[src/rtl/pec_cluster_ctrl_pkg.sv]
// Shared types and defaults for the PEC cluster controller: FSM states,
// default geometry and the psum address wrap-increment helper.
package pec_cluster_ctrl_pkg;

    localparam int CH_DEF       = 32;
    localparam int DW_DEF       = 8;
    localparam int LEN_PSUM_DEF = 16;

    typedef enum logic [1:0] {
        IDLE    = 2'd0,
        CFGWEI  = 2'd1,
        WAITACT = 2'd2,
        HOLD    = 2'd3
    } state_t;

    // Next psum row address: wraps to 0 after the last configured row.
    function automatic int unsigned addr_wrap_inc(input int unsigned addr,
                                                  input int unsigned len);
        return (addr + 32'd1 >= len) ? 32'd0 : addr + 32'd1;
    endfunction

endpackage

[src/rtl/pec_psum_addr.sv]
// Psum SRAM row address counter: advances on en, wraps at len-1,
// synchronous clear has priority over advance.
module pec_psum_addr
    import pec_cluster_ctrl_pkg::*;
#(
    parameter int AW = 4
) (
    input  logic          clk,
    input  logic          rst_n,
    input  logic          clr,
    input  logic          en,
    input  logic [AW:0]   len,
    output logic [AW-1:0] addr
);

    // NOTE: sequential state uses non-blocking assignments so every flop
    // samples the pre-edge values regardless of process ordering.
    always_ff @(posedge clk or negedge rst_n) begin
        if (!rst_n) begin
            addr <= '0;
        end else if (clr) begin
            addr <= '0;
        end else if (en) begin
            addr <= AW'(addr_wrap_inc(32'(addr), 32'(len)));
        end
    end

endmodule

[src/rtl/pec_cluster_ctrl.sv]
// PEC cluster controller: activation handshake with zero-skip, MAC
// start/finish tracking, and psum SRAM row addressing with overflow flag.
module pec_cluster_ctrl
    import pec_cluster_ctrl_pkg::*;
#(
    parameter int CH       = CH_DEF,
    parameter int DW       = DW_DEF,
    parameter int KH       = 3,
    parameter int KW       = 3,
    parameter int LEN_PSUM = LEN_PSUM_DEF,
    parameter int AW       = $clog2(LEN_PSUM),
    parameter int LAST     = 0
) (
    input  logic             clk,
    input  logic             rst_n,
    input  logic             sta_row,
    input  logic             fnh_row,
    input  logic             fnh_blk,
    input  logic [AW:0]      cfg_len,
    input  logic             wei_rdy,
    input  logic             lst_rdy,
    output logic             lst_get,
    input  logic [CH-1:0]    flg_act_i,
    input  logic [DW*CH-1:0] act_i,
    output logic             nxt_rdy,
    input  logic             nxt_get,
    output logic [CH-1:0]    flg_act_o,
    output logic [DW*CH-1:0] act_o,
    output logic             mac_sta,
    input  logic [KH*KW-1:0] mac_fnh,
    output logic             pls_acc,
    output logic             ram_en_rd,
    output logic             ram_en_wr,
    output logic [AW-1:0]    ram_addr_rd,
    output logic [AW-1:0]    ram_addr_wr,
    output logic             err_ovf
);

    localparam int NM = KH * KW;
    localparam logic [NM-1:0] MASK_FULL = '1;

    state_t        state, state_nxt;
    logic          abort;
    logic          act_take;
    logic          flg_nz;
    logic [NM-1:0] done;
    logic          done_full;
    logic [AW:0]   len_q;
    logic [AW:0]   rd_ext, wr_ext, lag;
    logic          ovf_hit;

    assign abort     = fnh_blk && (state != IDLE);
    assign flg_nz    = |flg_act_i;
    assign done_full = (done == MASK_FULL);

    // NOTE: every signal written here gets a default first, so no path can
    // leave it unassigned and infer a latch.
    always_comb begin
        state_nxt = state;
        act_take  = 1'b0;
        nxt_rdy   = 1'b0;
        case (state)
            IDLE:    state_nxt = CFGWEI;
            CFGWEI:  if (wei_rdy) state_nxt = WAITACT;
            WAITACT: begin
                if (lst_get) begin
                    act_take  = 1'b1;
                    state_nxt = HOLD;
                end
            end
            HOLD: begin
                nxt_rdy = 1'b1;
                if ((LAST != 0) || nxt_get) state_nxt = WAITACT;
            end
            default: state_nxt = IDLE;
        endcase
        // Block abort overrides any handshake in flight.
        if (abort) begin
            state_nxt = IDLE;
            act_take  = 1'b0;
        end
    end

    always_ff @(posedge clk or negedge rst_n) begin
        if (!rst_n) state <= IDLE;
        else        state <= state_nxt;
    end

    // lst_get is issued one cycle into WAITACT; the act is captured on the
    // edge that ends the lst_get cycle, and mac_sta follows on the next one.
    always_ff @(posedge clk or negedge rst_n) begin
        if (!rst_n) begin
            lst_get   <= 1'b0;
            mac_sta   <= 1'b0;
            pls_acc   <= 1'b0;
            done      <= MASK_FULL;
            flg_act_o <= '0;
            act_o     <= '0;
        end else if (abort) begin
            lst_get <= 1'b0;
            mac_sta <= 1'b0;
            pls_acc <= 1'b0;
            done    <= MASK_FULL;
        end else begin
            lst_get <= (state == WAITACT) && !lst_get && lst_rdy && done_full;
            mac_sta <= act_take && flg_nz;
            pls_acc <= (act_take && !flg_nz)
                    || (!done_full && ((done | mac_fnh) == MASK_FULL));
            if (act_take) begin
                flg_act_o <= flg_act_i;
                act_o     <= act_i;
                done      <= flg_nz ? '0 : MASK_FULL;
            end else begin
                done <= done | mac_fnh;
            end
        end
    end

    always_ff @(posedge clk or negedge rst_n) begin
        if (!rst_n)              len_q <= (AW+1)'(LEN_PSUM);
        else if (state == IDLE)  len_q <= cfg_len;
    end

    assign ram_en_rd = sta_row;
    assign ram_en_wr = fnh_row;

    pec_psum_addr #(.AW(AW)) u_addr_rd (
        .clk   (clk),
        .rst_n (rst_n),
        .clr   (abort),
        .en    (sta_row),
        .len   (len_q),
        .addr  (ram_addr_rd)
    );

    pec_psum_addr #(.AW(AW)) u_addr_wr (
        .clk   (clk),
        .rst_n (rst_n),
        .clr   (abort),
        .en    (fnh_row),
        .len   (len_q),
        .addr  (ram_addr_wr)
    );

    // Rows in flight = read address minus write address, modulo len.
    assign rd_ext  = {1'b0, ram_addr_rd};
    assign wr_ext  = {1'b0, ram_addr_wr};
    assign lag     = (rd_ext >= wr_ext) ? (rd_ext - wr_ext) : (rd_ext + len_q - wr_ext);
    assign ovf_hit = (sta_row && (lag > (AW+1)'(1)))
                  || (fnh_row && (ram_addr_wr == ram_addr_rd));

    always_ff @(posedge clk or negedge rst_n) begin
        if (!rst_n)       err_ovf <= 1'b0;
        else if (ovf_hit) err_ovf <= 1'b1;
    end

endmodule

[config.mk]
export PLATFORM = sky130hd
export DESIGN_NAME = pec_cluster_ctrl
export DESIGN_NICKNAME = d
export VERILOG_FILES = /design/src/rtl/pec_cluster_ctrl_pkg.sv /design/src/rtl/pec_psum_addr.sv /design/src/rtl/pec_cluster_ctrl.sv
export SDC_FILE = /design/constraint.sdc
export NUM_CORES = 1
export LEC_CHECK = 0
export ABC_AREA = 0
export CORE_AREA = 8 8 232 234
export CTS_CLUSTER_DIAMETER = 60
export DETAILED_ROUTE_END_ITERATION = 6
export DIE_AREA = 0 0 240 242
export PLACE_DENSITY_LB_ADDON = 0.25
export SLEW_MARGIN = 10
export SYNTH_ARGS = -nofsm -noshare
export SYNTH_HDL_FRONTEND = slang
export SYNTH_SLANG_ARGS = --single-unit
[constraint.sdc]
create_clock -name clk -period 5.2 [get_ports clk]
set_input_delay 1.04 -clock clk [delete_from_list [all_inputs] [get_ports clk]]
set_output_delay 1.04 -clock clk [all_outputs]
set_load 0.005 [all_outputs]
==> reports/summary.txt <==
Final min period = 3.28 ns
Setup crit start kind = input pin
Syn Area/Cell = 15.6 sq um
Synth Cell Area = 12800 sq um
setup TNS = 0 ns
initial antenna violation count = 4
max_cap viols = 0
die span in x = 240 microns
DP HPWL = 35.6 mm
crit-path max FO = 6
syn_nets = 1157
power share of the sequential group = 39.9%
Synth top area share = 59.9%
Nets = 1789
DRC Markers = 0
Achievable Freq = 0.305 GHz
clock power share = 38.1%
core area = 50500 sq um
first-pass GRT wire length = 66.4 mm
ys async rst share = 100%
Finished Cell Area = 20900 sq um
post-route insts no fill = 2161
worst slew pin tran = 0.895 ns
I/O Pins = 613
Layout area overhead = 63.5%
setup bufs post-CTS = 0
power density over the cells = 339 nW/um^2
multi-input logic area = 4420 sq um
Crit path largest cell delay = 0.63 ns
# resized after CTS = 0
Congestion Overflow GR = 0
DR vias/cell = 4.30
DRT Pass-1 Iters = 4
clk buf depth = 3
final RePlAce weighted congestion = 0.808
Std-Cell Rows = 83
Leak = 9.62 nW
status = finished, final reports clean
# setup viols final = 0
Int Pwr = 5.25 mW
routed via count = 9286
pin count of the biggest net entering global routing = 112
switching share of power = 26.0%
Rel. slew slack = 40.3%
Reg clk slew, reported paths = 0.05 ns
CP Class = in2out
class of the worst hold path = reg2reg
root buf cell = clkbuf_16
Seq. cell area = 7920 sq um
most common cell after layout, fill and taps aside = clkdlybuf4s50_1
Worst path slowest cell = clkdlybuf4s50_1
placed inst area = 19600 sq um
H-tree depth = 2
Worst Skew = 0.0173 ns
number of synthesized flops with an enable pin = 0
Synth area leaders = dfrtp_1 (60%), mux2_1 (18%), mux2_2 (8.0%), dfstp_2 (2.1%), ha_1 (2.1%)
initial drt markers = 296
port bufs = 612
CTS tree = done
total track usage = 14.9%
CP top delay family = buffers and inverters
top_reg_cell synth = dfrtp_1
cell accounting for the most synthesized area = dfrtp_1
WL/cell = 20.8 microns
vias in the first global route = 10.2k
Synth warnings = 0
Final ANT Viol Nets = 0
most frequent cells in the layout = clkdlybuf4s50_1 (611), dfrtp_1 (306), mux2_1 (200)
share of cells above drive strength 1 = 12.2%
register area share after synthesis = 62.0%
fillcell total = 4780
Synth Register Bits = 316
die height = 242 microns
cells along the critical path = clkdlybuf4s50_1 -> clkdlybuf4s50_1
Final Hold Fails = 0
Starting Density = 25.3%
Worst Path Required = 4.16 ns
diodes inserted = 0
hold_buf cts = 0
Yosys cell types = 45
worst skew pair latency = 0.54 ns
Slew Limit Fails = 0
RSZ-0062 raised after global routing = no
Post-Place Cells = 2091
part of the cycle the worst path needs = 63.0%
clock sink count = 316
area of the die = 58100 sq um
drt total wl = 45.0 mm
Worst EP arrival = 2.24 ns
Mapped Cells = 821
CP most frequent cell = clkdlybuf4s50_1
Critical path buffers and inverters = 2
Psw = 1.84 mW
Num CTS Buffers = 40
VDD IR max = 0.000213 V
Comb pwr share = 22.1%
CP Capture Type = primary output
metrics by stage:
stage | power, mW | worst slack, ns | hold slack, ns | util, %
floorplan | 3.52 | 2.88 | 0.483 | -
global placement | 4.42 | 1.86 | 0.466 | 38.8
detailed placement | 4.47 | 1.83 | 0.474 | 38.8
CTS | 7.25 | 1.92 | 0.486 | 41.4
global route | 7.50 | 1.86 | 0.492 | 41.4
finish | 7.09 | 1.92 | 0.478 | 41.4
cell type report:
cell class                 count  area share (%)
clock inverter                 9           0.455
timing repair buffer         627            30.2
tap                          680            4.07
multi-input combinational    444            21.1
inverter                      24           0.431
sequential                   316            37.9
clock buffer                  61            5.75
power by group through the flow:
| stage | Sequential [mW] | Clock, mW | Combinational (mW) |
|---|---|---|---|
| floorplan | 2.86 | 0 | 0.665 |
| global placement | 2.86 | 0 | 1.56 |
| detailed placement | 2.87 | 0 | 1.60 |
| CTS | 2.83 | 2.81 | 1.61 |
| global route | 2.86 | 2.90 | 1.74 |
| finish | 2.83 | 2.70 | 1.57 |
cell usage after synthesis, types with 2 or more instances:
cell type  count
o41ai_1        3
nand2b_1       3
or2_2          3
buf_4          4
nor2_1        13
buf_12         2
xor2_1         4
nor2b_1        3
nor3_1        12
nand3_1        5
inv_1         24
nor4_1         9
a21oi_1        9
o21ai_0       17
and4_1         2
nand3b_1       2
a211oi_1       2
o22ai_1        5
nand4_1        3
mux2_1       200
buf_6         21
buf_2          9
a22o_1         4
nand2_1        5
xnor2_1        4
o21bai_1       2
o31ai_1        3
a2111oi_0      2
ha_1          21
dfstp_2       10
mux2_2        91
fa_1           5
and2_1         2
dfrtp_1      306
path summary, 6_finish.rpt:
check / to / slack (ns) / from / cells past startpoint
min reg2reg: act_o[142]$_DFFE_PN0P_ / 0.48 / act_o[142]$_DFFE_PN0P_ / 1
min in group asynchronous: act_o[5]$_DFFE_PN0P_ / 0.56 / rst_n / 1
max in group asynchronous: act_o[165]$_DFFE_PN0P_ / 3.44 / rst_n / 2
max reg2reg: err_ovf$_DFFE_PN0P_ / 2.66 / u_addr_rd.addr[1]$_DFFE_PN0P_ / 8
min: act_o[142]$_DFFE_PN0P_ / 0.48 / act_o[142]$_DFFE_PN0P_ / 1
max: ram_en_rd / 1.92 / sta_row / 2
worst reg2reg max path, delay by kind of cell (launching register included):
kind / cells / cell delay, ns
simple gates: 2 / 0.38
xor+xnor: 1 / 0.14
flops: 1 / 0.52
fa+ha+maj: 2 / 1.00
buf+inv: 1 / 0.11
compound gates: 2 / 0.26
flip-flops by register name (all words and copies together) (netlist names):
register / flops
act_o: 256
done: 9
err_ovf: 1
flg_act_o: 32
len_q: 5
lst_get: 1
mac_sta: 1
pls_acc: 1
state: 2
u_addr_rd.addr: 4
u_addr_wr.addr: 4
kinds of logic (layout without fill, tap and decap cells):
logic type,count (synthesis),after routing,synth area share [%]
AOI/OAI and AO/OA,52,52,2.59
xor gates and xnor gates,8,8,0.548
adders and majority gates,26,26,2.84
buffers and inverters,61,721,3.48
DFF,316,316,62.0
muxes,291,291,25.6
and+or+nand+nor,67,67,2.94
routing by layer:
metal	GRT usage, %	share of wire [%]	vias up
li1	-	-	4184
met1	15.7	36	4592
met2	26.1	50	424
met3	6.94	11	80
met4	4.59	2.8	6
met5	0	0.089	-
Power figures use the tool's default switching activity.
